==> config.mk <==
export PLATFORM = sky130hd
export DESIGN_NAME = pipe_stage_reg
export DESIGN_NICKNAME = d
export VERILOG_FILES = /design/src/rtl/pipe_pkg.sv /design/src/rtl/pipe_data_reg.sv /design/src/rtl/pipe_stage_reg.sv
export SDC_FILE = /design/constraint.sdc
export NUM_CORES = 1
export LEC_CHECK = 0
export BUFFER_PORTS_ARGS = -buffer_cell sky130_fd_sc_hd__buf_4
export CAP_MARGIN = 20
export CORE_MARGIN = 1.5
export CORE_UTILIZATION = 54
export DETAILED_ROUTE_END_ITERATION = 6
export GPL_ROUTABILITY_DRIVEN = 0
export PLACE_DENSITY = 0.8
export SYNTH_ARGS = -nofsm -noshare
export SYNTH_HDL_FRONTEND = slang
export SYNTH_HIERARCHICAL = 1
export SYNTH_SLANG_ARGS = --single-unit
==> constraint.sdc <==
create_clock -name clk -period 2.4 [get_ports clk]
set_clock_uncertainty 0.15 [all_clocks]
set_input_delay 0.24 -clock clk [delete_from_list [all_inputs] [get_ports clk]]
set_output_delay 0.24 -clock clk [all_outputs]
set_load 0.05 [all_outputs]
==> src/rtl/pipe_pkg.sv <==
`default_nettype none
// ==========================================================
// pipe_pkg : shared types and widths for elastic stages
// Rev 1.0
// ==========================================================
package pipe_pkg;

  localparam int IF_ID_W = 160;

  typedef enum logic [1:0] {
    PS_EMPTY = 2'd0,
    PS_HALF  = 2'd1,
    PS_FULL  = 2'd2
  } pipe_state_t;

endpackage
`default_nettype wire

==> src/rtl/pipe_data_reg.sv <==
`default_nettype none
// ==========================================================
// pipe_data_reg : payload register, load enable + sync clear
// Rev 1.0
// ==========================================================
module pipe_data_reg
  import pipe_pkg::*;
#(
  parameter int WIDTH = IF_ID_W
) (
  input  logic             clk,
  input  logic             reset,
  input  logic             clr,
  input  logic             load,
  input  logic [WIDTH-1:0] d,
  output logic [WIDTH-1:0] q
);

  // Clear wins over load so a flushed entry always reads as zero.
  always_ff @(posedge clk) begin
    if (!reset) begin
      q <= '0;
    end else if (clr) begin
      q <= '0;
    end else if (load) begin
      q <= d;
    end
  end

endmodule
`default_nettype wire

==> src/rtl/pipe_stage_reg.sv <==
`default_nettype none
// ==========================================================
// pipe_stage_reg : elastic stage register, 2-entry skid, flush
// Rev 1.0
// ==========================================================
module pipe_stage_reg
  import pipe_pkg::*;
#(
  parameter int WIDTH = IF_ID_W
) (
  input  logic             clk,
  input  logic             reset,
  input  logic             flush,
  input  logic             in_valid,
  output logic             in_ready,
  input  logic [WIDTH-1:0] in_data,
  output logic             out_valid,
  input  logic             out_ready,
  output logic [WIDTH-1:0] out_data,
  output logic [1:0]       occupancy
);

  pipe_state_t      state_q, state_d;
  logic             in_ready_q, in_ready_d;
  logic [WIDTH-1:0] main_q, main_d, skid_q;
  logic             main_ld, main_clr, main_sel_skid;
  logic             skid_ld, skid_clr;
  logic             accept, take;

  assign out_valid = (state_q != PS_EMPTY);
  assign out_data  = main_q;
  assign in_ready  = in_ready_q;
  assign occupancy = state_q;

  always_comb begin
    accept        = in_valid & in_ready_q;
    take          = out_valid & out_ready;
    state_d       = state_q;
    main_ld       = 1'b0;
    main_clr      = 1'b0;
    main_sel_skid = 1'b0;
    skid_ld       = 1'b0;
    skid_clr      = 1'b0;
    if (flush) begin
      // A same-cycle take needs no action: the consumer already has the data.
      state_d  = PS_EMPTY;
      main_clr = 1'b1;
      skid_clr = 1'b1;
    end else begin
      case (state_q)
        PS_EMPTY: begin
          if (accept) begin
            state_d = PS_HALF;
            main_ld = 1'b1;
          end
        end
        PS_HALF: begin
          if (accept && take) begin
            main_ld = 1'b1;
          end else if (accept) begin
            state_d = PS_FULL;
            skid_ld = 1'b1;
          end else if (take) begin
            state_d  = PS_EMPTY;
            main_clr = 1'b1;
          end
        end
        PS_FULL: begin
          if (take) begin
            state_d       = PS_HALF;
            main_ld       = 1'b1;
            main_sel_skid = 1'b1;
            skid_clr      = 1'b1;
          end
        end
        default: begin
          state_d  = PS_EMPTY;
          main_clr = 1'b1;
          skid_clr = 1'b1;
        end
      endcase
    end
    main_d     = main_sel_skid ? skid_q : in_data;
    in_ready_d = (state_d != PS_FULL);
  end

  always_ff @(posedge clk) begin
    if (!reset) begin
      state_q    <= PS_EMPTY;
      in_ready_q <= 1'b0;
    end else begin
      state_q    <= state_d;
      in_ready_q <= in_ready_d;
    end
  end

  pipe_data_reg #(.WIDTH(WIDTH)) u_main (
    .clk   (clk),
    .reset (reset),
    .clr   (main_clr),
    .load  (main_ld),
    .d     (main_d),
    .q     (main_q)
  );

  pipe_data_reg #(.WIDTH(WIDTH)) u_skid (
    .clk   (clk),
    .reset (reset),
    .clr   (skid_clr),
    .load  (skid_ld),
    .d     (in_data),
    .q     (skid_q)
  );

endmodule
`default_nettype wire
==> impl_metrics.toml <==
[run_status]
status = "completed"

[logic_synthesis]
yosysSeqAreaShare = 0.459
synth_compound_area_frac = 0.00311
synth_top_family_by_area = "multiplexers"
yosys_warnings = 6
synth.area.top_cells = "dfxtp_1 (46%), mux2i_1 (23%), mux2_4 (11%)"
synth_cells = 1237
avgSynthCellArea_um2 = 11.4
synth_fp_nets = 1402
synth-edff-count = 0
synthMuxAreaShare = 0.382
synth_fa_ha_area_frac = 0
ys_async_sr_fraction = 0
synthDistinctLibCells = 26
yosysMostFrequentCell = "dfxtp_1"
ys.flop_type = "dfxtp_1"
yosysTopAreaCell = "dfxtp_1"
synth_xor_area_frac = 0.000622
synthSimpleGateAreaFrac = 0.0932
yosys-top-cells-count = "dfxtp_1 (323), nor2_1 (321), mux2i_1 (320)"
synth_top_area_share = 0.459
ys_ff_latch = 323
netlist_area_um2 = 14100

[timing]
rsz0062_at_grt = "false"
min_period_ns = 2.30
holdWs_ns = 0.169
maxSlewHeadroom = 0.646
worst_pin_slew_ns = 0.531
setup_slack_ns = 0.0982
final.period_utilization = 0.959
fmax_mhz = 434
setup_tns_ns = 0
setup_violations = 0
maxSlewViolCount = 0
hold_viol_final = 0

[power_and_ir_drop]
pwr_density_cell_nw_per_um2 = 624
p_leak_nw = 7.64
peakVddDrop_v = 0.000627

[global_route]
grt_max_degree = 67
grt_pass1_wl_um = 59800
grtUsageTotal = 0.277
grt_pass1_vias = 11600
antenna_found_initial = 1
grt_overflow_total = 0

[critical_path]
arrival_ns = 2.54
start_kind = "flop"
cp.required_ns = 2.64
crit_path_cell_trace = "nand3b_4, nor2_8, buf_12, buf_12, mux2_4, mux2i_1, nor2_1"
crit_family = "multiplexers"
critPathBufInv = 2
worstSetupPathType = "flop to flop"
crit_top_cell = "buf_12"
endpoint_kind = "flop"
cp_max_fo = 34
slowest_delay_ns = 0.38
crit_slowest_cell = "dfxtp_1"

[cells_and_area]
area.growth.synth_to_final_pct = 37.7
design_area_um2 = 19400
final_net_count = 1878
fillers = 1523
drive_gt1_frac = 0.337
ff_latch_area_um2 = 6470
multi_input_area_um2 = 6780
fin_cells = 2068

[drt]
first_pass_iters = 5
drt_iter0_drc = 581
vias_per_cell = 5.29
final_antenna_net_count = 0
wl_per_cell_um = 18.8
vias = 10900
drc = 0
finalWirelength_um = 39000

[floorplanning]
die_w_um = 165
fp-row-count = 58
dieArea_um2 = 27100
core_area_um2 = 25400
initial_utilization = 0.555
io_pins = 329
dieHeight_um = 165

[clock_network]
clock-sinks = 323
cts-root-buf = "clkbuf_16"
clkLatencyLatePin_ns = 0.51
numCtsBuffers = 35
path_clk_slew_ns = 0.06
clock_path_buffers = 3
htreeDepth = 2
cts_tree = "done"

[placed_design]
place_inst = 1841
pre_cts_ws_ns = 0.265
dp_hpwl_um = 22200
post_dp_cell_area_um2 = 16600
place.port_buffers = 328

[flow_run]
cap_violations = 0

[hold_path]
hp-class = "primary input to flop"
==> timing repair <==
action,CTS,global route
resized for setup,0,1
setup endpoints to repair,0,1
hold endpoints to repair,319,0
setup buffers,0,0
hold buffers,165,0
==> sequential cells by signal, summed over array words and instances (netlist names) <==
register and count:
u_main/q 160, occupancy 2, in_ready 1, u_skid/q 160
==> layer usage <==
metal | up-vias | GRT usage | share of wire
met3 | 106 | 0.0703 | 0.072
met1 | 5289 | 0.308 | 0.39
met4 | 0 | 0.120 | 0.036
met2 | 401 | 0.497 | 0.50
li1 | 5152 | - | -
met5 | - | 0 | 0
==> worst paths after layout <==
check,cells after the start,slack [ns],from,endpoint
worst max-delay path,7,0.1,occupancy[0],u_main/q[108]
worst min-delay path,4,0.17,in_valid,in_ready
worst max register to register,7,0.1,occupancy[0],u_main/q[108]
worst min register to register,2,0.34,u_skid/q[54],u_skid/q[54]
==> cell families after synthesis <==
group	count (synthesis)
mux	480
simple gates	334
flops	323
buf+inv	92
compound gates	7
xor+xnor	1
==> tightest hold or removal path, stage by stage <==
cell	delay, ns
buf_4	0.10
nand4b_1	0.16
o21ai_0	0.17
a21oi_1	0.10
==> cell usage in the layout (no fill, tap or decap), drive strengths merged <==
master and n:
nor2 322, o21ai 2, clkinv 6, o32ai 1
diode 1, mux2 160, a21oi 2, nor3 1
or2 1, dlygate4sd3 165, clkbuf 49, buf 364
nand4b 1, mux2i 320, bufinv 3, a21o 2
nand2 1, nand3b 1, dfxtp 323, nand2b 4
nand4 1, inv 5, and3 1, or3 1
xnor2 1
==> metrics by stage <==
stage          utilization  power (mW)
2_1_floorplan            -        6.15
3_3_place_gp         0.653        6.53
3_5_place_dp         0.653        6.55
4_1_cts              0.763        12.1
5_1_grt              0.764        12.5
6_report             0.764        12.1
==> power breakdown <==
| group | switching (mW) | internal [mW] | leakage [nW] | total, mW |
|---|---|---|---|---|
| Combinational | 0.585 | 0.680 | 4.47 | 1.26 |
| Sequential | 0.0281 | 5.40 | 2.61 | 5.43 |
| Clock | 2.17 | 3.23 | 0.569 | 5.41 |
==> cell type report <==
type,count,share of cell area
Clock inverter,12,0.00755
Tap cell,330,0.0213
Sequential cell,323,0.333
Inverter,2,0.000387
Multi-Input combinational cell,822,0.349
Antenna cell,1,0.000129
Timing Repair Buffer,529,0.236
Clock buffer,49,0.0515
No activity file was read; power rests on OpenSTA's default activity.
